<file path="config.mk">
export PLATFORM = sky130hd
export DESIGN_NAME = sfc_output_collector_flat
export DESIGN_NICKNAME = d
export VERILOG_FILES = /design/src/rtl/sfc_output_collector_if.sv /design/src/rtl/sfc_output_collector.sv /design/src/flat_wrapper.sv
export SDC_FILE = /design/constraint.sdc
export NUM_CORES = 1
export LEC_CHECK = 0
export CAP_MARGIN = 20
export CORE_UTILIZATION = 55
export CTS_BUF_LIST = sky130_fd_sc_hd__clkbuf_16
export CTS_CLUSTER_DIAMETER = 40
export CTS_CLUSTER_SIZE = 30
export DETAILED_ROUTE_END_ITERATION = 16
export PLACE_DENSITY = 0.82
export SYNTH_ARGS = -nofsm -noshare
export SYNTH_HDL_FRONTEND = slang
export SYNTH_SLANG_ARGS = --single-unit
export TNS_END_PERCENT = 20
</file>
<file path="constraint.sdc">
create_clock -name clk -period 9.4 [get_ports clk]
set_input_delay 1.41 -clock clk [delete_from_list [all_inputs] [get_ports clk]]
set_output_delay 1.41 -clock clk [all_outputs]
set_load 0.005 [all_outputs]
</file>
<file path="src/rtl/sfc_output_collector_if.sv">
// sfc_output_collector_if
//   Groups the frame control, input beat stream and write-request bus of the
//   SFC output collector.
//   master : the side that supplies start/frame geometry, beats and wr_ready
//   slave  : the collector itself
// Signals
//   start, m, n, base_addr        frame start pulse and geometry (sampled on start)
//   in_valid/in_ready/in_x/in_y/in_data   input beat handshake
//   wr_en/wr_ready/wr_addr/wr_data        write request handshake
//   frame_done, order_err, pix_count      frame status
interface sfc_output_collector_if #(
    parameter int DATA_WIDTH = 15,
    parameter int PIX_WIDTH  = 8,
    parameter int ADDR_WIDTH = 32
);
    logic                      start;
    logic [DATA_WIDTH:0]       m;
    logic [DATA_WIDTH:0]       n;
    logic [ADDR_WIDTH-1:0]     base_addr;
    logic                      in_valid;
    logic                      in_ready;
    logic [DATA_WIDTH:0]       in_x;
    logic [DATA_WIDTH:0]       in_y;
    logic [PIX_WIDTH-1:0]      in_data;
    logic                      wr_en;
    logic                      wr_ready;
    logic [ADDR_WIDTH-1:0]     wr_addr;
    logic [PIX_WIDTH-1:0]      wr_data;
    logic                      frame_done;
    logic                      order_err;
    logic [2*DATA_WIDTH+1:0]   pix_count;

    modport master (
        output start, m, n, base_addr, in_valid, in_x, in_y, in_data, wr_ready,
        input  in_ready, wr_en, wr_addr, wr_data, frame_done, order_err, pix_count
    );

    modport slave (
        input  start, m, n, base_addr, in_valid, in_x, in_y, in_data, wr_ready,
        output in_ready, wr_en, wr_addr, wr_data, frame_done, order_err, pix_count
    );
endinterface

</file>
<file path="src/rtl/sfc_output_collector.sv">
// sfc_output_collector
//   Consumer end of the SFC coordinate stream. Beats arrive in raster order
//   (x fastest). Each beat is checked against the expected coordinate; a
//   matching beat becomes one write to base_addr + running pixel offset (the
//   offset is a counter, so no multiplier is needed). Flags end of frame and
//   out-of-order coordinates.
// Ports
//   clk   clock, all state on posedge
//   rst   asynchronous active-high reset
//   bus   sfc_output_collector_if.slave (control, input beats, write bus, status)
module sfc_output_collector #(
    parameter int DATA_WIDTH = 15,
    parameter int PIX_WIDTH  = 8,
    parameter int ADDR_WIDTH = 32
) (
    input  logic clk,
    input  logic rst,
    sfc_output_collector_if.slave bus
);
    localparam int CW = DATA_WIDTH + 1;
    localparam int OW = 2 * DATA_WIDTH + 2;

    typedef enum logic [2:0] {IDLE, RUN, LAST, DONE, ERR} state_t;

    state_t                state;
    logic [CW-1:0]         ex, ey, m_r, n_r;
    logic [ADDR_WIDTH-1:0] base_r;
    logic [OW-1:0]         offset;
    logic                  wr_en_q;
    logic [ADDR_WIDTH-1:0] wr_addr_q;
    logic [PIX_WIDTH-1:0]  wr_data_q;
    logic                  frame_done_q, order_err_q;
    logic [OW-1:0]         pix_cnt;

    logic in_ready, accept, hit, last_pix, wr_hs;

    // A new beat may only enter when the output register is free or draining
    // this cycle, so a stalled write never gets overwritten.
    always_comb begin
        in_ready = (state == RUN) && (!wr_en_q || bus.wr_ready);
        accept   = bus.in_valid && in_ready;
        hit      = (bus.in_x == ex) && (bus.in_y == ey);
        last_pix = (ex == n_r) && (ey == m_r);
        wr_hs    = wr_en_q && bus.wr_ready;
    end

    always_ff @(posedge clk or posedge rst) begin
        if (rst) begin
            state        <= IDLE;
            ex           <= '0;
            ey           <= '0;
            m_r          <= '0;
            n_r          <= '0;
            base_r       <= '0;
            offset       <= '0;
            wr_en_q      <= 1'b0;
            wr_addr_q    <= '0;
            wr_data_q    <= '0;
            frame_done_q <= 1'b0;
            order_err_q  <= 1'b0;
            pix_cnt      <= '0;
        end else begin
            // Write drain; a same-cycle accept below re-arms wr_en.
            if (wr_hs) begin
                wr_en_q <= 1'b0;
                pix_cnt <= pix_cnt + OW'(1);
            end

            case (state)
                IDLE, DONE, ERR: begin
                    if (bus.start) begin
                        m_r          <= bus.m;
                        n_r          <= bus.n;
                        base_r       <= bus.base_addr;
                        ex           <= '0;
                        ey           <= '0;
                        offset       <= '0;
                        pix_cnt      <= '0;
                        frame_done_q <= 1'b0;
                        order_err_q  <= 1'b0;
                        state        <= RUN;
                    end
                end
                RUN: begin
                    if (accept) begin
                        if (hit) begin
                            wr_en_q   <= 1'b1;
                            wr_addr_q <= base_r + ADDR_WIDTH'(offset);
                            wr_data_q <= bus.in_data;
                            offset    <= offset + OW'(1);
                            if (ex == n_r) begin
                                ex <= '0;
                                ey <= ey + CW'(1);
                            end else begin
                                ex <= ex + CW'(1);
                            end
                            if (last_pix) state <= LAST;
                        end else begin
                            // Beat consumed, no write; pending write still drains.
                            order_err_q <= 1'b1;
                            state       <= ERR;
                        end
                    end
                end
                LAST: begin
                    if (wr_hs) begin
                        frame_done_q <= 1'b1;
                        state        <= DONE;
                    end
                end
                default: state <= IDLE;
            endcase
        end
    end

    assign bus.in_ready   = in_ready;
    assign bus.wr_en      = wr_en_q;
    assign bus.wr_addr    = wr_addr_q;
    assign bus.wr_data    = wr_data_q;
    assign bus.frame_done = frame_done_q;
    assign bus.order_err  = order_err_q;
    assign bus.pix_count  = pix_cnt;
endmodule

</file>
<file path="src/flat_wrapper.sv">
// flat-port wrapper written by rule: the top's interface ports become plain ports
module sfc_output_collector_flat 
#(
    parameter int DATA_WIDTH = 15,
    parameter int PIX_WIDTH  = 8,
    parameter int ADDR_WIDTH = 32
)
  (clk, rst, bus_start, bus_m, bus_n, bus_base_addr, bus_in_valid, bus_in_x, bus_in_y, bus_in_data, bus_wr_ready, bus_in_ready, bus_wr_en, bus_wr_addr, bus_wr_data, bus_frame_done, bus_order_err, bus_pix_count);
  sfc_output_collector_if #(.DATA_WIDTH(DATA_WIDTH), .PIX_WIDTH(PIX_WIDTH), .ADDR_WIDTH(ADDR_WIDTH)) bus_i ();
  input  logic clk;
  input  logic rst;
  input wire logic [$bits(bus_i.start)-1:0] bus_start;
  input wire logic [$bits(bus_i.m)-1:0] bus_m;
  input wire logic [$bits(bus_i.n)-1:0] bus_n;
  input wire logic [$bits(bus_i.base_addr)-1:0] bus_base_addr;
  input wire logic [$bits(bus_i.in_valid)-1:0] bus_in_valid;
  input wire logic [$bits(bus_i.in_x)-1:0] bus_in_x;
  input wire logic [$bits(bus_i.in_y)-1:0] bus_in_y;
  input wire logic [$bits(bus_i.in_data)-1:0] bus_in_data;
  input wire logic [$bits(bus_i.wr_ready)-1:0] bus_wr_ready;
  output wire logic [$bits(bus_i.in_ready)-1:0] bus_in_ready;
  output wire logic [$bits(bus_i.wr_en)-1:0] bus_wr_en;
  output wire logic [$bits(bus_i.wr_addr)-1:0] bus_wr_addr;
  output wire logic [$bits(bus_i.wr_data)-1:0] bus_wr_data;
  output wire logic [$bits(bus_i.frame_done)-1:0] bus_frame_done;
  output wire logic [$bits(bus_i.order_err)-1:0] bus_order_err;
  output wire logic [$bits(bus_i.pix_count)-1:0] bus_pix_count;
  assign bus_i.start = bus_start;
  assign bus_i.m = bus_m;
  assign bus_i.n = bus_n;
  assign bus_i.base_addr = bus_base_addr;
  assign bus_i.in_valid = bus_in_valid;
  assign bus_i.in_x = bus_in_x;
  assign bus_i.in_y = bus_in_y;
  assign bus_i.in_data = bus_in_data;
  assign bus_i.wr_ready = bus_wr_ready;
  assign bus_in_ready = bus_i.in_ready;
  assign bus_wr_en = bus_i.wr_en;
  assign bus_wr_addr = bus_i.wr_addr;
  assign bus_wr_data = bus_i.wr_data;
  assign bus_frame_done = bus_i.frame_done;
  assign bus_order_err = bus_i.order_err;
  assign bus_pix_count = bus_i.pix_count;
  sfc_output_collector #(.DATA_WIDTH(DATA_WIDTH), .PIX_WIDTH(PIX_WIDTH), .ADDR_WIDTH(ADDR_WIDTH)) u_core (.clk(clk), .rst(rst), .bus(bus_i));
endmodule
</file>
==> results of run 1 <==
## power by group through the flow
stage               logic [µW]  clock network [µW]  registers, µW
floorplan                  629                   0           1120
global placement           788                   0           1150
detailed placement         810                   0           1160
CTS                        824                1300           1150
global route               930                1340           1160
finish                     830                1290           1150
## synth_stat cells, types with 19 or more instances
cell        n
a21o_1     20
ha_1       35
o21ai_0    86
nand4_1    27
clkbuf_1   49
nand2_1   320
nor2_1    105
inv_1      19
xnor2_1    67
dfrtp_1   206
nand3_1    48
a21oi_1    46
and3_1     21
xor2_1     64
## layout make-up
class | instances | area [µm²]
multi-input combinational | 1032 | 6030
fill | 1539 | 5750
sequential | 206 | 5150
timing repair buffer | 190 | 1890
clock buffer | 36 | 901
tap | 270 | 338
clock inverter | 26 | 288
inverter | 19 | 78.8
## sequential cells by signal, summed over array words and instances (netlist names)
register	flops
u_core.ex	16
u_core.bus.frame_done	1
u_core.bus.wr_data	8
u_core.bus.wr_addr	32
u_core.ey	16
u_core.bus.pix_count	32
u_core.base_r	32
u_core.m_r	16
u_core.offset	32
u_core.state	3
u_core.bus.order_err	1
u_core.n_r	16
u_core.bus.wr_en	1
## layout by cell type, fill, tap and decap left out, types with 27 or more instances in the layout
cell type        synthesis  routed
xor2_1                  64      64
xnor2_1                 67      67
nand4_1                 27      27
clkbuf_16                0      36
ha_1                    35      35
o21ai_0                 86      86
clkdlybuf4s50_1          0     184
dfrtp_1                206     206
nand2_1                320     319
nor2_1                 105     104
a21oi_1                 46      46
nand3_1                 48      48
## worst max-delay path by stage
stage / cells past startpoint / endpoint
5_1_grt: 9 / u_core.ey[12]
6_report: 9 / u_core.ey[12]
3_5_place_dp: 9 / u_core.offset[30]
4_1_cts: 4 / bus_in_ready
2_1_floorplan: 1 / u_core.base_r[0]
3_3_place_gp: 9 / u_core.offset[18]
## routing by layer
layer  wire [µm]  vias up  part of all wire  GRT usage
met5           0        -                 0          0
met4         869        0             0.029      0.101
met3        1870       68             0.062     0.0441
met2       14300      383              0.48      0.467
met1       13000     4872              0.43      0.379
li1            -     4890                 -          -
## worst max-delay path, stage by stage
cell	delay, ns
clkdlybuf4s50_1	0.44
xnor2_1	0.29
nand4_1	0.17
nor4_2	0.33
a31oi_1	0.15
or2_1	0.55
nand2_1	0.34
nand2_1	0.34
o41ai_1	0.47
## per-stage QoR
| step | utilization | power [µW] | setup WS [ns] |
|---|---|---|---|
| after global placement | 0.660 | 1940 | 4.90 |
| after detailed placement | 0.660 | 1970 | 4.89 |
| after floorplan | - | 1750 | 2.37 |
| after CTS | 0.718 | 3270 | 5.32 |
| final | 0.718 | 3260 | 5.28 |
| after global routing | 0.718 | 3430 | 5.12 |
## logic make-up after synthesis
kind of cell    share of synthesized area
mux                               0.00434
fa+ha+maj                          0.0397
buf+inv                            0.0314
simple gates                        0.241
compound gates                      0.138
xor+xnor                           0.0994
flops                               0.447
==> flow_metrics.tcl, run 1 <==
set metrics [dict create \
    status "complete, no violations" \
    cts_max_path_buffers 3 \
    slew_violations 0 \
    cp.arrival_ns 4.50 \
    grt_overflow 0 \
    synthCells 1323 \
    rrSetupSlack_ns 6.01 \
    cp_max_fo 20 \
    grt_pass1_vias 9948 \
    holdPathStages 2 \
    timing.final.crit_share 0.439 \
    place_hpwl_mm 20.3 \
    ant_nets 0 \
    hold_end "u_core.bus.order_err" \
    synth.yosys.seq_area_share 0.447 \
    skew_ns 0.0125 \
    p_seq_frac 0.351 \
    postCtsSetupRepairBufs 0 \
    cp-end-kind "register" \
    die_x_um 147 \
    slew_headroom 0.278 \
    initial_core_util 0.565 \
    vias 10200 \
    clkTransAtPathRegs_ns 0.05 \
    synth.avg_cell_area_um2 8.72 \
    synth-seq-cells 206 \
    ys.flop_type "dfrtp_1" \
    drive_gt1_frac 0.0596 \
    cap_viol_max_count 0 \
    cts_sinks 206 \
    synth_area_leaders "dfrtp_1, nand2_1, xnor2_1" \
    grt_start_max_net_pins 144 \
    p_switching_uw 1120 \
    finalHoldViolCount 0 \
    setup_viol 0 \
    p_sw_frac 0.345 \
    dr.pass1.iters 6 \
    synth_edf_count 0 \
    p_int_uw 2140 \
    core-area_mm2 0.0204 \
    holdWs_ns 0.476 \
    clkPwrFrac 0.394 \
    final_area_mm2 0.0147 \
    r2r_start "u_core.state[0]" \
    path_class "in -> reg" \
    area_growth_pct 27.2 \
    cts_resized 0 \
    die_h_um 147 \
    ys_types 63 \
    insertion_delay_ns 0.51 \
    antenna_found_initial 0 \
    grtUsageTotal 0.283 \
    synth_nets 1468 \
    power_density_mw_per_mm2 222 \
    n_antenna_cell 0 \
    holdCritStartpoint "u_core.bus.order_err" \
    drc 0 \
    syn-cell-area_mm2 0.0115 \
    root_buffer "clkbuf_16" \
    critPathLaunchType "primary input" \
    die-area_mm2 0.0216 \
    cts_tree "done" \
    nets 1629 \
    dr.first_iter.drc_count 745 \
    avgViaCountPerCell 5.74 \
    grt_first_pass_wirelength_mm 49.5 \
    netlist.area_leader.share 0.447 \
    tightestPinTransition_ns 1.08 \
    hold_class "reg -> reg" \
    crit_path_start "bus_in_x[14]" \
    placed_area_mm2 0.0135 \
    reg2reg_depth 7 \
    cp.required_ns 9.78 \
    ys_warn_count 0 \
    r2r_end "u_core.offset[31]" \
    power_leakage_uw 0.00668 \
    rows 52 \
    wl_mm 30.0 \
    gp_congestion 0.914 \
    fin_tns_setup_ns 0 \
    fmax_mhz 242 \
    min_period_ns 4.12 \
    cts-hold-fix-buffers 0 \
    wl_per_cell_um 16.9 \
    grt_setup_unrepaired "no" \
    p_comb_frac 0.254 \
    final_cells 1779 \
    numCtsBuffers 35 \
    io_pins 185 \
    place_inst 1717 \
    irDropWorstVdd_v 0.000144 \
    synthArstFlopShare 1.00 \
    port-buffer-count 184 \
    yosysTopAreaCell "dfrtp_1" \
    cts_htree_levels 2 \
]
No activity file was read; power rests on OpenSTA's default activity.
==> run 2, diff against run 1 <==
Clock period 9.4 ns to 3.9 ns, I/O delays scaled along.
==> flow_metrics.tcl, run 2 (same netlist as run 1, synthesis figures left out) <==
set metrics [dict create \
    fin_tns_setup_ns 0 \
    dr.pass1.iters 5 \
    cpMostUsedCell "a221oi_1" \
    grt_pass1_vias 9875 \
    nets 1642 \
    tightestPinTransition_ns 0.944 \
    root_buffer "clkbuf_16" \
    initial_core_util 0.565 \
    die_x_um 147 \
    path_class "reg -> reg" \
    cts_max_path_buffers 3 \
    holdWs_ns 0.474 \
    area_growth_pct 28.1 \
    n_antenna_cell 0 \
    cp-endpoint "u_core.bus.wr_addr[30]" \
    postCtsSetupRepairBufs 0 \
    cts-hold-fix-buffers 0 \
    avgViaCountPerCell 5.65 \
    r2r_end "u_core.bus.wr_addr[30]" \
    cp.required_ns 4.32 \
    cap_viol_max_count 0 \
    slew_headroom 0.369 \
    gp_congestion 0.952 \
    final_cell_mix "nand2_1, dfrtp_1, clkdlybuf4s50_1, nor2_1, o21ai_0" \
    grt_start_max_net_pins 72 \
    ant_nets 0 \
    clkTransAtPathRegs_ns 0.06 \
    critPathLaunchType "register" \
    irDropWorstVdd_v 0.000346 \
    die_h_um 147 \
    cts_sinks 206 \
    timing.final.crit_share 0.872 \
    drc 0 \
    port-buffer-count 184 \
    wl_mm 29.6 \
    reg2reg_depth 10 \
    crit_path_start "u_core.offset[0]" \
    cts_htree_levels 1 \
    numCtsBuffers 31 \
    vias 10100 \
    core-area_mm2 0.0204 \
    final_cells 1792 \
    rows 52 \
    grt_overflow 0 \
    cts_tree "done" \
    power_density_mw_per_mm2 525 \
    layout.cells.most_common "nand2_1" \
    slowest_delay_ns 0.49 \
    grt_setup_unrepaired "no" \
    crit_path_top_delay_cell "a221oi_1" \
    slew_violations 0 \
    critical_path.cell_chain "ha_1, fa_1, a21o_1, a21oi_1, o21ai_1, a221oi_1, o21ai_0, a221oi_1, mux2i_1, nand3_1" \
    antenna_found_initial 0 \
    hold_class "reg -> reg" \
    die-area_mm2 0.0216 \
    fmax_mhz 294 \
    skew_ns 0.0125 \
    cp_max_fo 6 \
    finalHoldViolCount 0 \
    cts_resized 0 \
    place_hpwl_mm 20.8 \
    min_period_ns 3.40 \
    io_pins 185 \
    nFillCells 1526 \
    insertion_delay_ns 0.55 \
    rrSetupSlack_ns 0.50 \
    place_inst 1734 \
    wl_per_cell_um 16.5 \
    grtUsageTotal 0.279 \
    drive_gt1_frac 0.0657 \
    dr.first_iter.drc_count 705 \
    r2r_start "u_core.offset[0]" \
    cp.arrival_ns 3.82 \
    status "complete, no violations" \
    power_leakage_uw 0.00675 \
    cp-end-kind "register" \
    grt_first_pass_wirelength_mm 49.3 \
    setup_viol 0 \
]
[run 2: changes by cell type in the layout (fill, tap and decap cells not counted), sizes merged]
cell,previous run,this run
buf,6,23
bufinv,4,6
clkbuf,36,31
clkinv,9,10
clkinvlp,5,3
[run 2: final cells by class]
type	count	area, µm²	area share
clock buffer	31	776	0.0525
timing repair buffer	207	2090	0.141
sequential	206	5150	0.349
tap	270	338	0.0229
multi-input combinational	1032	6030	0.408
clock inverter	27	320	0.0217
inverter	19	75.1	0.00508
[run 2: through the flow]
step	setup WS (ns)	utilization	area (µm²)	power, µW
2_1_floorplan	0.643	-	11500	4220
3_3_place_gp	0.606	0.670	13700	4770
3_5_place_dp	0.504	0.670	13700	4850
4_1_cts	0.528	0.724	14800	7790
5_1_grt	0.329	0.724	14800	8180
6_report	0.499	0.724	14800	7760
[run 2: power breakdown]
part	switching, µW	leakage, µW	internal (µW)
Sequential	280	0.00277	2480
Clock	1040	0.000544	1860
Combinational	1320	0.00343	782
[run 2: worst max-delay path: cells and delay by family (launching register included)]
kind                     cells  cell delay [ns]
adder cells (fa/ha/maj)      2             0.69
AO/OA/AOI/OAI                6             1.85
AND/OR/NAND/NOR              1             0.08
flip-flops                   1             0.43
multiplexers                 1             0.23
[run 2: metal layers]
layer,global-route usage,wire length (µm),vias up
met3,0.0438,1710,52
met4,0.0911,777,0
li1,-,-,4925
met1,0.375,12900,4833
met5,0,0,-
met2,0.461,14200,318
[run 2: worst min path at each step]
| stage | start | end | slack [ns] | depth (start not counted) |
|---|---|---|---|---|
| final | u_core.bus.wr_data[4] | u_core.bus.wr_data[4] | 0.47 | 2 |
| after global routing | u_core.bus.wr_addr[4] | u_core.bus.wr_addr[4] | 0.51 | 2 |
| after CTS | u_core.bus.wr_data[4] | u_core.bus.wr_data[4] | 0.48 | 2 |
| after detailed placement | u_core.bus.wr_addr[0] | u_core.bus.wr_addr[0] | 0.46 | 2 |
| after global placement | u_core.bus.wr_addr[1] | u_core.bus.wr_addr[1] | 0.46 | 2 |
| after floorplan | u_core.base_r[0] | u_core.base_r[0] | 0.45 | 2 |
==> run 3, diff against run 2 <==
Settings changed: SLEW_MARGIN from default to 20.
==> results of run 3 <==
No change in the layout: final DEF, timing and power equal those of run 2.
